===== src/rtl/mem_arb_pkg.sv =====
// mem_arb_pkg: FSM encoding, default widths and port roles for mem_port_arbiter.
package mem_arb_pkg;

  typedef enum logic [1:0] {
    IDLE   = 2'd0,
    ACCESS = 2'd1,
    WAIT   = 2'd2,
    RESP   = 2'd3
  } arb_state_e;

  localparam int ARB_ADDR_W = 7;
  localparam int ARB_DATA_W = 8;
  localparam int CNT_W      = 4;   // holds MEM_LAT-1 for MEM_LAT up to 15

  // Port roles on the processor side.
  localparam int FETCH   = 0;
  localparam int DATA    = 1;
  localparam int RESERVE = 2;
  localparam int SPARE   = 3;

  // Width of a port index; never zero, even for a single port.
  function automatic int idx_width(input int n);
    return (n > 1) ? $clog2(n) : 1;
  endfunction

endpackage


===== src/rtl/rr_pick.sv =====
// rr_pick: combinational rotate-priority picker. The port at ptr has the
// highest priority, then ptr+1, wrapping around to the ports below ptr.
module rr_pick #(
  parameter int N     = 4,
  parameter int IDX_W = 2
) (
  input  logic [N-1:0]     req,
  input  logic [IDX_W-1:0] ptr,
  output logic [N-1:0]     gnt,
  output logic [IDX_W-1:0] idx
);

  logic [N-1:0] upper;
  logic [N-1:0] cand;

  // Prefer requesters at or above ptr; fall back to the lowest requester overall.
  always_comb begin
    // NOTE: every combinational output gets a default first so no path leaves it unassigned (no latch).
    upper = '0;
    gnt   = '0;
    idx   = '0;
    for (int k = 0; k < N; k++) begin
      upper[k] = req[k] && (k >= int'(ptr));
    end
    cand = (|upper) ? upper : req;
    for (int k = N - 1; k >= 0; k--) begin
      if (cand[k]) begin
        gnt    = '0;
        gnt[k] = 1'b1;
        idx    = IDX_W'(k);
      end
    end
  end

endmodule


===== src/rtl/mem_port_arbiter.sv =====
// mem_port_arbiter: shares one fixed-latency single-port RAM among NUM_PORTS
// requesters with a req/ack handshake. Optional build macro:
//   MEM_ARB_FETCH_PRIORITY_EN - port 0 (fetch) always wins when requesting;
//                               the other ports rotate among themselves.
module mem_port_arbiter
  import mem_arb_pkg::*;
#(
  parameter int NUM_PORTS = 4,
  parameter int ADDR_W    = ARB_ADDR_W,
  parameter int DATA_W    = ARB_DATA_W,
  parameter int MEM_LAT   = 1
) (
  input  logic                        clk,
  input  logic                        rst_n,
  input  logic [NUM_PORTS-1:0]        req,
  input  logic [NUM_PORTS-1:0]        we,
  input  logic [NUM_PORTS*ADDR_W-1:0] addr,
  input  logic [NUM_PORTS*DATA_W-1:0] wdata,
  output logic [NUM_PORTS-1:0]        ack,
  output logic [DATA_W-1:0]           rdata,
  output logic [NUM_PORTS-1:0]        grant,
  output logic                        busy,
  output logic                        mem_en,
  output logic                        mem_we,
  output logic [ADDR_W-1:0]           mem_addr,
  output logic [DATA_W-1:0]           mem_wdata,
  input  logic [DATA_W-1:0]           mem_rdata
);

  localparam int IDX_W = idx_width(NUM_PORTS);

  arb_state_e             state_q, state_d;
  logic [IDX_W-1:0]       ptr_q, ptr_d, ptr_adv;
  logic [IDX_W-1:0]       win_q, win_d;
  logic [CNT_W-1:0]       cnt_q, cnt_d;
  logic [NUM_PORTS-1:0]   ack_q, ack_d, grant_q, grant_d;
  logic                   busy_q, mem_en_q, mem_en_d, mem_we_q, mem_we_d;
  logic [ADDR_W-1:0]      mem_addr_q, mem_addr_d;
  logic [DATA_W-1:0]      mem_wdata_q, mem_wdata_d, rdata_q, rdata_d;

  logic [NUM_PORTS-1:0]   rr_req, rr_gnt, win_gnt;
  logic [IDX_W-1:0]       rr_idx, win_idx;
  logic                   sel_we;
  logic [ADDR_W-1:0]      sel_addr;
  logic [DATA_W-1:0]      sel_wdata;

  rr_pick #(.N(NUM_PORTS), .IDX_W(IDX_W)) u_pick (
    .req (rr_req),
    .ptr (ptr_q),
    .gnt (rr_gnt),
    .idx (rr_idx)
  );

`ifdef MEM_ARB_FETCH_PRIORITY_EN
  // Fetch is kept out of the rotation; it overrides the picker when requesting.
  assign rr_req = req & ~NUM_PORTS'(1);

  // Fetch override on top of the round-robin result among the other ports.
  always_comb begin
    win_gnt = rr_gnt;
    win_idx = rr_idx;
    if (req[FETCH]) begin
      win_gnt        = '0;
      win_gnt[FETCH] = 1'b1;
      win_idx        = IDX_W'(FETCH);
    end
  end
`else
  assign rr_req  = req;
  assign win_gnt = rr_gnt;
  assign win_idx = rr_idx;
`endif

  // Operand mux: select the winning port's we/addr/wdata.
  always_comb begin
    sel_we    = 1'b0;
    sel_addr  = '0;
    sel_wdata = '0;
    for (int k = 0; k < NUM_PORTS; k++) begin
      if (win_idx == IDX_W'(k)) begin
        sel_we    = we[k];
        sel_addr  = addr[k*ADDR_W +: ADDR_W];
        sel_wdata = wdata[k*DATA_W +: DATA_W];
      end
    end
  end

  // Pointer after service: the port following the winner gets top priority.
  always_comb begin
    ptr_adv = (win_q == IDX_W'(NUM_PORTS - 1)) ? '0 : win_q + IDX_W'(1);
`ifdef MEM_ARB_FETCH_PRIORITY_EN
    if (ptr_adv == IDX_W'(FETCH)) ptr_adv = IDX_W'(1);
`endif
  end

  // Next-state and next-output logic; every output is then registered.
  always_comb begin
    state_d     = state_q;
    ptr_d       = ptr_q;
    win_d       = win_q;
    cnt_d       = cnt_q;
    ack_d       = '0;
    grant_d     = grant_q;
    mem_en_d    = 1'b0;
    mem_we_d    = mem_we_q;
    mem_addr_d  = mem_addr_q;
    mem_wdata_d = mem_wdata_q;
    rdata_d     = rdata_q;
    case (state_q)
      IDLE: begin
        if (|req) begin
          state_d     = ACCESS;
          win_d       = win_idx;
          grant_d     = win_gnt;
          mem_en_d    = 1'b1;
          mem_we_d    = sel_we;
          mem_addr_d  = sel_addr;
          mem_wdata_d = sel_wdata;
        end
      end
      ACCESS: begin
        state_d = WAIT;
        cnt_d   = CNT_W'(MEM_LAT - 1);
      end
      WAIT: begin
        if (cnt_q == '0) begin
          state_d = RESP;
          ack_d   = grant_q;
          if (!mem_we_q) rdata_d = mem_rdata;
        end else begin
          cnt_d = cnt_q - CNT_W'(1);
        end
      end
      RESP: begin
        state_d = IDLE;
        grant_d = '0;
        ptr_d   = ptr_adv;
      end
      default: state_d = IDLE;
    endcase
  end

  // State and output registers with synchronous active-low reset.
  always_ff @(posedge clk) begin
    // NOTE: sequential state uses non-blocking assignments so all registers update together.
    if (!rst_n) begin
      state_q     <= IDLE;
      ptr_q       <= IDX_W'(FETCH);
      win_q       <= '0;
      cnt_q       <= '0;
      ack_q       <= '0;
      grant_q     <= '0;
      busy_q      <= 1'b0;
      mem_en_q    <= 1'b0;
      mem_we_q    <= 1'b0;
      mem_addr_q  <= '0;
      mem_wdata_q <= '0;
      rdata_q     <= '0;
    end else begin
      state_q     <= state_d;
      ptr_q       <= ptr_d;
      win_q       <= win_d;
      cnt_q       <= cnt_d;
      ack_q       <= ack_d;
      grant_q     <= grant_d;
      busy_q      <= (state_d != IDLE);
      mem_en_q    <= mem_en_d;
      mem_we_q    <= mem_we_d;
      mem_addr_q  <= mem_addr_d;
      mem_wdata_q <= mem_wdata_d;
      rdata_q     <= rdata_d;
    end
  end

  assign ack       = ack_q;
  assign rdata     = rdata_q;
  assign grant     = grant_q;
  assign busy      = busy_q;
  assign mem_en    = mem_en_q;
  assign mem_we    = mem_we_q;
  assign mem_addr  = mem_addr_q;
  assign mem_wdata = mem_wdata_q;

endmodule

===== config.mk =====
export PLATFORM = sky130hd
export DESIGN_NAME = mem_port_arbiter
export DESIGN_NICKNAME = d
export VERILOG_FILES = /design/src/rtl/mem_arb_pkg.sv /design/src/rtl/rr_pick.sv /design/src/rtl/mem_port_arbiter.sv
export SDC_FILE = /design/constraint.sdc
export NUM_CORES = 1
export LEC_CHECK = 0
export CAP_MARGIN = 20
export CELL_PAD_IN_SITES_DETAIL_PLACEMENT = 1
export CELL_PAD_IN_SITES_GLOBAL_PLACEMENT = 1
export CORE_MARGIN = 3
export CORE_UTILIZATION = 33
export DETAILED_ROUTE_END_ITERATION = 10
export GPL_TIMING_DRIVEN = 0
export HOLD_SLACK_MARGIN = 0.02
export PLACE_DENSITY = 0.95
export SYNTH_ARGS = -nofsm -noshare
export SYNTH_HDL_FRONTEND = slang
export SYNTH_HIERARCHICAL = 1
export SYNTH_SLANG_ARGS = --single-unit

===== constraint.sdc =====
create_clock -name clk -period 5 [get_ports clk]
set_input_delay 0.5 -clock clk [delete_from_list [all_inputs] [get_ports clk]]
set_output_delay 0.5 -clock clk [all_outputs]
set_load 0.02 [all_outputs]

### Word-level counts from Yosys, hierarchy flattened

Index checks and enable logic that the tools add are counted.
W data, S select, Z words.

| operators by class | value |
|---|---|
| $add $sub $neg | 2 |
| order comparisons | 3 |
| equal/unequal tests | 9 |
| muxes and demuxes | 30 |
| bitwise gates (word level) | 1 |
| reductions and logical operators | 17 |

Operator list:

| operator | count |
|---|---|
| $mux W8 | 4 |
| $mux W7 | 4 |
| $mux W4 | 6 |
| $pmux W4 S2 | 2 |
| $mux W2 | 7 |
| $eq A2 B2 Y1 const B | 5 |
| $pmux W2 S4 | 1 |
| $reduce_and A2 Y1 | 4 |
| $reduce_or A4 Y1 | 2 |
| $reduce_and A3 Y1 | 2 |
| $reduce_bool A2 Y1 | 3 |
| $mux W1 | 5 |
| $eq A2 B1 Y1 const B | 2 |
| $ge A1 B2 Y1 const A | 2 |
| $logic_not A2 Y1 | 2 |
| $logic_not A4 Y1 | 1 |
| $ne A2 B2 Y1 const B | 2 |
| $sub A4 B1 Y4 const B | 1 |
| $logic_and A1 B1 Y1 | 3 |
| $mux W3 | 1 |
| $add A2 B1 Y2 const B | 1 |
| $ge A2 B2 Y1 const A | 1 |
| $not A1 Y1 | 1 |

| word-level totals | value |
|---|---|
| register bits | 44 |
| bits of input ports | 78 |
| output and inout bits | 34 |
| word-level logic and storage cells | 74 |

### Longest topological paths before layout

Gate-level depths: netlist of the first run.

| depth | value |
|---|---|
| word-level depth | 12 |
| depth in mapped cells | 8 |

### Modules after synthesis

The synthesis of the first run kept the hierarchy.

Modules (own cells, without submodules):

| module | times used | cells an instance | area an instance (µm²) | sequential area each (µm²) |
|---|---|---|---|---|
| mem_port_arbiter | 1 | 183 | 2188.3 | 880.8 |
| rr_pick | 1 | 31 | 224.0 | 0.0 |

### Worst setup path after synthesis of the first run

OpenSTA, ideal clock, no wires.

| timing path | value |
|---|---|
| path kind | input -> register |
| from | input req[0] |
| to | register mem_addr_q[4], in the netlist mem_addr[4] |
| setup time | 0.117 ns |
| data arrival time | 2.048 ns |
| setup slack | 2.836 ns |
| cell stages on the path | 8 |
| path buffers | 3 |
| path through | buf_4 > a21boi_0 > o22ai_1 > a21oi_1 > buf_6 > buf_12 > mux4_1 > a22o_1 |

| on the way | value |
|---|---|
| word-level cells in the longest chain between the ends | 11 |
| elaborated cells between the ends (all ways) | 16 |

Ends and longest elaborated chain:

| item | line | source |
|---|---|---|
| start: declaration | mem_port_arbiter.sv:15 | `input logic [NUM_PORTS-1:0] req,` |
| $logic_and A1 B1 Y1 | rr_pick.sv:23 | `upper[k] = req[k] && (k >= int'(ptr));` |
| $reduce_or A4 Y1 | rr_pick.sv:25 | `cand = (\|upper) ? upper : req;` |
| $mux W3 * | rr_pick.sv:25 |  |
| $mux W2 (2 in a row) | rr_pick.sv:27 | `if (cand[k]) begin` |
| $mux W2 * | rr_pick.sv:27 |  |
| net rr_idx[0] | mem_port_arbiter.sv:42 | `logic [IDX_W-1:0] rr_idx, win_idx;` |
| $logic_not A2 Y1 | mem_port_arbiter.sv:80 | `if (win_idx == IDX_W'(k)) begin` |
| $mux W7 (3 in a row) | mem_port_arbiter.sv:80 |  |
| $mux W7 * | mem_port_arbiter.sv:80 |  |
| end signal: assignment | mem_port_arbiter.sv:169 | `mem_addr_q <= mem_addr_d;` |
| end: declaration | mem_port_arbiter.sv:38 | `logic [ADDR_W-1:0] mem_addr_q, mem_addr_d;` |

Mark *: on every way through the listed nets, which the timed path passes. The rest lies on a longest branch.
A chain may end at the register's enable or synchronous reset.

### Worst setup path after layout of the first run

| timing path | value |
|---|---|
| from | input req[0] |
| to | register mem_wdata_q[1], in the netlist mem_wdata[1] |

| on the way | value |
|---|---|
| word-level cells in the longest chain between the ends | 11 |
| elaborated cells between the ends (all ways) | 16 |

Ends and longest elaborated chain:

| item | line | source |
|---|---|---|
| $logic_and A1 B1 Y1 | rr_pick.sv:23 |  |
| $reduce_or A4 Y1 | rr_pick.sv:25 |  |
| $mux W3 * | rr_pick.sv:25 |  |
| $mux W2 (2 in a row) | rr_pick.sv:27 |  |
| $mux W2 * | rr_pick.sv:27 |  |
| net rr_idx[1] | mem_port_arbiter.sv:42 |  |
| $logic_not A2 Y1 | mem_port_arbiter.sv:80 |  |
| $mux W8 (3 in a row) | mem_port_arbiter.sv:80 |  |
| $mux W8 * | mem_port_arbiter.sv:80 |  |
| end signal: assignment | mem_port_arbiter.sv:170 | `mem_wdata_q <= mem_wdata_d;` |
| end: declaration | mem_port_arbiter.sv:39 | `logic [DATA_W-1:0] mem_wdata_q, mem_wdata_d, rdata_q, rdata_d;` |

Marks and branches as above.

==> results.json, run 1 <==
{
  "status": "finished, final reports clean",
  "grt_setup_unrepaired": "no",
  "whs_ns": 0.4631,
  "globalplace.congestion": 0.7314,
  "crit_cells": 9,
  "drt_pre_antenna_iters": 4,
  "cp_cell_sequence": "clkdlybuf4s50_1 -> buf_4 -> a21oi_2 -> o21ai_1 -> o2bb2a_4 -> clkbuf_2 -> buf_1 -> mux4_2 -> a22o_1",
  "grt_max_degree": 14,
  "diodes": 0,
  "synth_top_area_share": 0.3651,
  "p_leak_nw": 1.416,
  "h-tree-depth": 2,
  "grt_pass1_wl_um": 12920,
  "drc": 0,
  "cp.arrival_ns": 2.97,
  "internal-power_uw": 942.1,
  "antenna_found_initial": 0,
  "drv_slew": 0,
  "die_w_um": 91.50,
  "finalHoldViolCount": 0,
  "fin_util": 0.5387,
  "core_mm2": 0.006944,
  "ctsResizeCount": 0,
  "synth_area_leaders": "dfxtp_1, mux4_2, mux4_1",
  "cap_violations": 0,
  "seq_power_share": 0.334,
  "ys.flop_type": "dfxtp_1",
  "synth-seq-cells": 44,
  "synth.distinct_cells": 55,
  "startpoint_type": "input pin",
  "ant_nets": 0,
  "ys_seq_area_frac": 0.3651,
  "async_reset_ff_frac": 0,
  "dieArea_mm2": 0.008372,
  "post-synth-top-count-cell": "dfxtp_1",
  "crit_type": "input pin to flop",
  "clockRootBuffer": "clkbuf_8",
  "numPortBuffers": 110,
  "tightestPinTransition_ns": 0.6698,
  "dp_hpwl_um": 6416,
  "slowest_delay_ns": 0.52,
  "slowest_stage": "buf_1",
  "avgViaCountPerCell": 5.208,
  "r2r_cells": 7,
  "clk_pin_slew_ns": 0.08,
  "skew_ns": 0.005565,
  "power.switching_uw": 519.2,
  "crit_fanout": 10,
  "min_path_cells": 2,
  "final_cells": 428,
  "routed_wl_um": 7986,
  "dp_cells": 420,
  "tns_ns": 0,
  "postSynthCellCount": 214,
  "comb_power_share": 0.484,
  "hold_buffers": 0,
  "vdd_ir_drop_max_v": 0.0001706,
  "post_cts_buffers": 0,
  "cts_buffers": 5,
  "avgRoutedWirePerCell_um": 18.66,
  "post-route-period-util": 0.5543,
  "nets": 416,
  "setup_viol": 0,
  "yosys_warnings": 6,
  "syn_to_final_growth_pct": 55.08,
  "chipHeight_um": 91.50,
  "p_sw_frac": 0.3553,
  "io_pins": 112,
  "clk_latency_ns": 0.30,
  "rows": 30,
  "grt-ovfl-total": 0,
  "critPathCaptureType": "flop",
  "drive_above_1_share": 0.1416,
  "synth-edff-count": 0,
  "synth_nets": 299,
  "path_buf_inv": 4,
  "crit_family": "buffers and inverters",
  "yosysTopAreaCell": "dfxtp_1",
  "synth_area_per_cell_um2": 11.27,
  "max_freq_mhz": 360.8,
  "cts_tree": "done",
  "clockBufferDepth": 2,
  "cts_sinks": 44,
  "track_usage": 0.1952,
  "drtIter0Drc": 66,
  "max_slew_margin": 0.5510,
  "first_global_vias": 2482,
  "min_period_ns": 2.771,
  "synth_area_mm2": 0.002412,
  "floorplan.initialDensity": 0.3474,
  "yosys-top-cells-count": "dfxtp_1, nand2_1, mux2i_1",
  "route.vias.total": 2229,
  "cp.required_ns": 5.19,
  "hp-class": "flop to flop",
  "power.share.clock": 0.182,
  "powerDensity_mw_per_mm2": 390.6
}
==> routing by layer <==
metal / global-route usage / vias to the layer above / wire length [um]
met4: 0.07412 / 0 / 216
li1: - / 1042 / -
met3: 0.03977 / 18 / 415
met5: 0 / - / 0
met1: 0.2076 / 1088 / 3086
met2: 0.3719 / 81 / 4268
==> stage by stage <==
| step | power [mW] | area (um^2) | setup WS (ns) |
|---|---|---|---|
| floorplan | 0.9022 | 2412 | 2.836 |
| global placement | 1.164 | 3633 | 2.022 |
| detailed placement | 1.204 | 3633 | 1.878 |
| CTS | 1.476 | 3741 | 2.193 |
| global route | 1.545 | 3741 | 2.079 |
| finish | 1.461 | 3741 | 2.229 |
==> flip-flops by register name, indices dropped and copies added (netlist names) <==
signal,count
mem_wdata,8
mem_en,1
win_q,2
ack,4
cnt_q,4
state_q,2
mem_addr,7
rdata,8
ptr_q,2
mem_we,1
busy,1
grant,4
==> cells in the final DEF, fill, tap and decap left out, types with 4 or more instances in the layout <==
cell type,count
clkdlybuf4s50_1,110
dfxtp_1,44
nand2_1,18
mux2i_1,13
nor2_1,10
a22o_1,10
a21oi_1,9
mux4_2,9
inv_1,7
mux4_1,7
ha_1,7
a22o_2,6
clkbuf_8,5
o21ai_0,4
and3_1,4
clkbuf_1,4
buf_4,4
nor2b_1,4
==> cell families (layout without fill, tap and decap cells) <==
family / count (synthesis) / in the layout / share of synthesized area
compound gates: 53 / 53 / 0.1764
fa+ha+maj: 7 / 7 / 0.03631
buf+inv: 26 / 144 / 0.07313
flops: 44 / 44 / 0.3651
mux: 29 / 29 / 0.2142
simple gates: 55 / 55 / 0.1348
==> worst reg2reg max path, delay by kind of cell (launching register included) <==
| family | cells | cell delay (ns) |
|---|---|---|
| buf+inv | 3 | 0.87 |
| compound gates | 3 | 0.52 |
| flops | 1 | 0.46 |
| mux | 1 | 0.42 |
==> area by class of cell <==
type | count | area (um^2)
Sequential cell | 44 | 880.8
Multi-Input combinational cell | 144 | 1355
Fill cell | 746 | 3203
Timing Repair Buffer | 110 | 1101
Buffer | 17 | 142.6
Inverter | 9 | 33.78
Tap cell | 96 | 120.1
Clock inverter | 2 | 35.03
Clock buffer | 6 | 72.57
==> power groups by stage <==
stage               combinational, mW  sequential, mW  clock [mW]
global placement                0.677           0.487           0
CTS                             0.715           0.488       0.273
finish                          0.708           0.488       0.265
detailed placement              0.708           0.496           0
global route                    0.760           0.498       0.287
floorplan                       0.334           0.569           0
==> path summary, 6_finish.rpt <==
| path | to | start | slack (ns) |
|---|---|---|---|
| setup reg to reg | mem_wdata[1] | ptr_q[0] | 2.63 |
| hold / removal | rdata[4] | rdata[4] | 0.46 |
| hold reg to reg | rdata[4] | rdata[4] | 0.46 |
| setup / recovery | mem_wdata[1] | req[0] | 2.23 |
No activity file was read; power rests on OpenSTA's default activity.
==> run 2, diff against run 1 <==
- CORE_UTILIZATION: 33 -> 31
- PLACE_DENSITY: 0.95 -> 0.92
- clock period: 5 -> 2.6 ns (I/O delays scaled with it)
==> run 2 against run 1 <==
Net effect: clock skew up 0.0034 ns; count of clock-buffer cells in the layout shrank 1; critical path depth unchanged; worst hold slack got worse by 0.15 ns; non-clock buffer count unchanged; routed wire length decreased by 0.34%; via count down 0.18%; first-iteration DRC count rose by 11%; largest cell class unchanged.
==> results.json, run 2 (synthesis gave the netlist of run 1 again) <==
{
  "clockBufferDepth": 2,
  "cts_buffers": 5,
  "post_cts_buffers": 0,
  "diodes": 0,
  "r2r_end": "mem_wdata[2]",
  "min_period_ns": 2.446,
  "route.vias.total": 2225,
  "layout_common_cells": "clkdlybuf4s50_1, dfxtp_1, nand2_1",
  "grt_pass1_wl_um": 12940,
  "cp.required_ns": 2.80,
  "ff_latch_area_um2": 880.8,
  "floorplan.initialDensity": 0.3256,
  "tightestPinTransition_ns": 0.5952,
  "p_leak_nw": 1.405,
  "max_slew_margin": 0.6010,
  "finalHoldViolCount": 0,
  "max_freq_mhz": 408.8,
  "io_pins": 112,
  "multi_input_area_mm2": 0.001359,
  "track_usage": 0.1924,
  "vdd_ir_drop_max_v": 0.0002588,
  "cts_sinks": 44,
  "cp-endpoint": "mem_wdata[2]",
  "grt_max_degree": 16,
  "h-tree-depth": 2,
  "num-fill-cells": 816,
  "clk_pin_slew_ns": 0.09,
  "cp-startpoint": "req[1]",
  "drt_pre_antenna_iters": 5,
  "routed_wl_um": 7959,
  "timing.rr.start": "ptr_q[1]",
  "place_area_mm2": 0.003637,
  "setup_viol": 0,
  "avgViaCountPerCell": 5.162,
  "mostFrequentLayoutCell": "clkdlybuf4s50_1",
  "skew_ns": 0.008979,
  "grt_setup_unrepaired": "no",
  "first_global_vias": 2446,
  "status": "finished, final reports clean",
  "drc": 0,
  "grt-ovfl-total": 0,
  "post-route-period-util": 0.9409,
  "syn_to_final_growth_pct": 54.82,
  "fin_area_mm2": 0.003735,
  "die_w_um": 94.22,
  "nets": 416,
  "cap_violations": 0,
  "dieArea_mm2": 0.008876,
  "drv_slew": 0,
  "numPortBuffers": 110,
  "startpoint_type": "input pin",
  "crit_type": "input pin to flop",
  "dp_hpwl_um": 6329,
  "cts_tree": "done",
  "cp.arrival_ns": 2.65,
  "min_path_cells": 3,
  "crit_fanout": 10,
  "antenna_found_initial": 0,
  "hp-class": "input pin to flop",
  "chipHeight_um": 94.22,
  "clockRootBuffer": "clkbuf_8",
  "powerDensity_mw_per_mm2": 731.5,
  "r2r_cells": 8,
  "core_mm2": 0.007408,
  "globalplace.congestion": 0.8287,
  "drive_above_1_share": 0.1506,
  "rows": 31,
  "drtIter0Drc": 73,
  "critPathCaptureType": "flop",
  "dp_cells": 423,
  "ff2ff_setup_slack_ns": 0.32,
  "final_cells": 431,
  "clk_latency_ns": 0.30,
  "avgRoutedWirePerCell_um": 18.47,
  "ant_nets": 0
}
-- run 2: metal layers --
metal / vias to the layer above / share of wire / GRT usage
met5: - / 0 / 0
li1: 1040 / - / -
met2: 73 / 0.56 / 0.3623
met3: 21 / 0.055 / 0.04247
met1: 1091 / 0.36 / 0.2012
met4: 0 / 0.033 / 0.08664
-- run 2: timing repair --
action | in CTS | in global routing
hold buffers | 0 | 0
endpoints found under the setup margin | 0 | 5
endpoints found under the hold margin | 0 | 0
resized for setup | 0 | 2
-- run 2: power breakdown --
part           switching [mW]  leakage (nW)  internal [mW]  total, mW
clock network           0.252        0.0404          0.190      0.442
logic                   0.663          1.00          0.694       1.36
registers               0.101         0.360          0.832      0.934
total                    1.02          1.40           1.72       2.73
-- run 2: critical path: stages --
cell	delay (ns)
clkdlybuf4s50_1	0.56
buf_4	0.20
a21boi_0	0.19
o22ai_1	0.12
a21oi_2	0.18
buf_6	0.19
buf_12	0.15
mux4_1	0.59
a22o_1	0.20
-- run 2: final cells by class --
class / instances / share of cell area
tap: 99 / 0.03317
timing repair buffer: 110 / 0.2948
buffer: 17 / 0.03853
inverter: 9 / 0.009045
sequential: 44 / 0.2358
clock buffer: 5 / 0.01843
clock inverter: 3 / 0.006365
multi-input combinational: 144 / 0.3638
-- run 2: through the flow --
step	TNS (ns)	hold slack [ns]	setup WS, ns	power [mW]	utilization
finish	0	0.3104	0.1536	2.732	0.5041
global route	0	0.3357	0.006972	2.907	0.5041
CTS	0	0.3150	0.1164	2.761	0.5035
detailed placement	-1.784	0.4546	-0.2064	2.305	0.4910
global placement	-1.094	0.4431	-0.1516	2.247	0.4910
floorplan	0	0.4022	0.5810	1.735	-
-- run 2: worst min path at each step --
stage                       from  endpoint  slack [ns]
global placement        rdata[7]  rdata[7]        0.44
CTS                        rst_n  rdata[0]        0.31
global route               rst_n    ack[1]        0.34
finish                     rst_n  rdata[0]        0.31
floorplan           mem_rdata[0]  rdata[0]        0.40
detailed placement      rdata[2]  rdata[2]        0.45
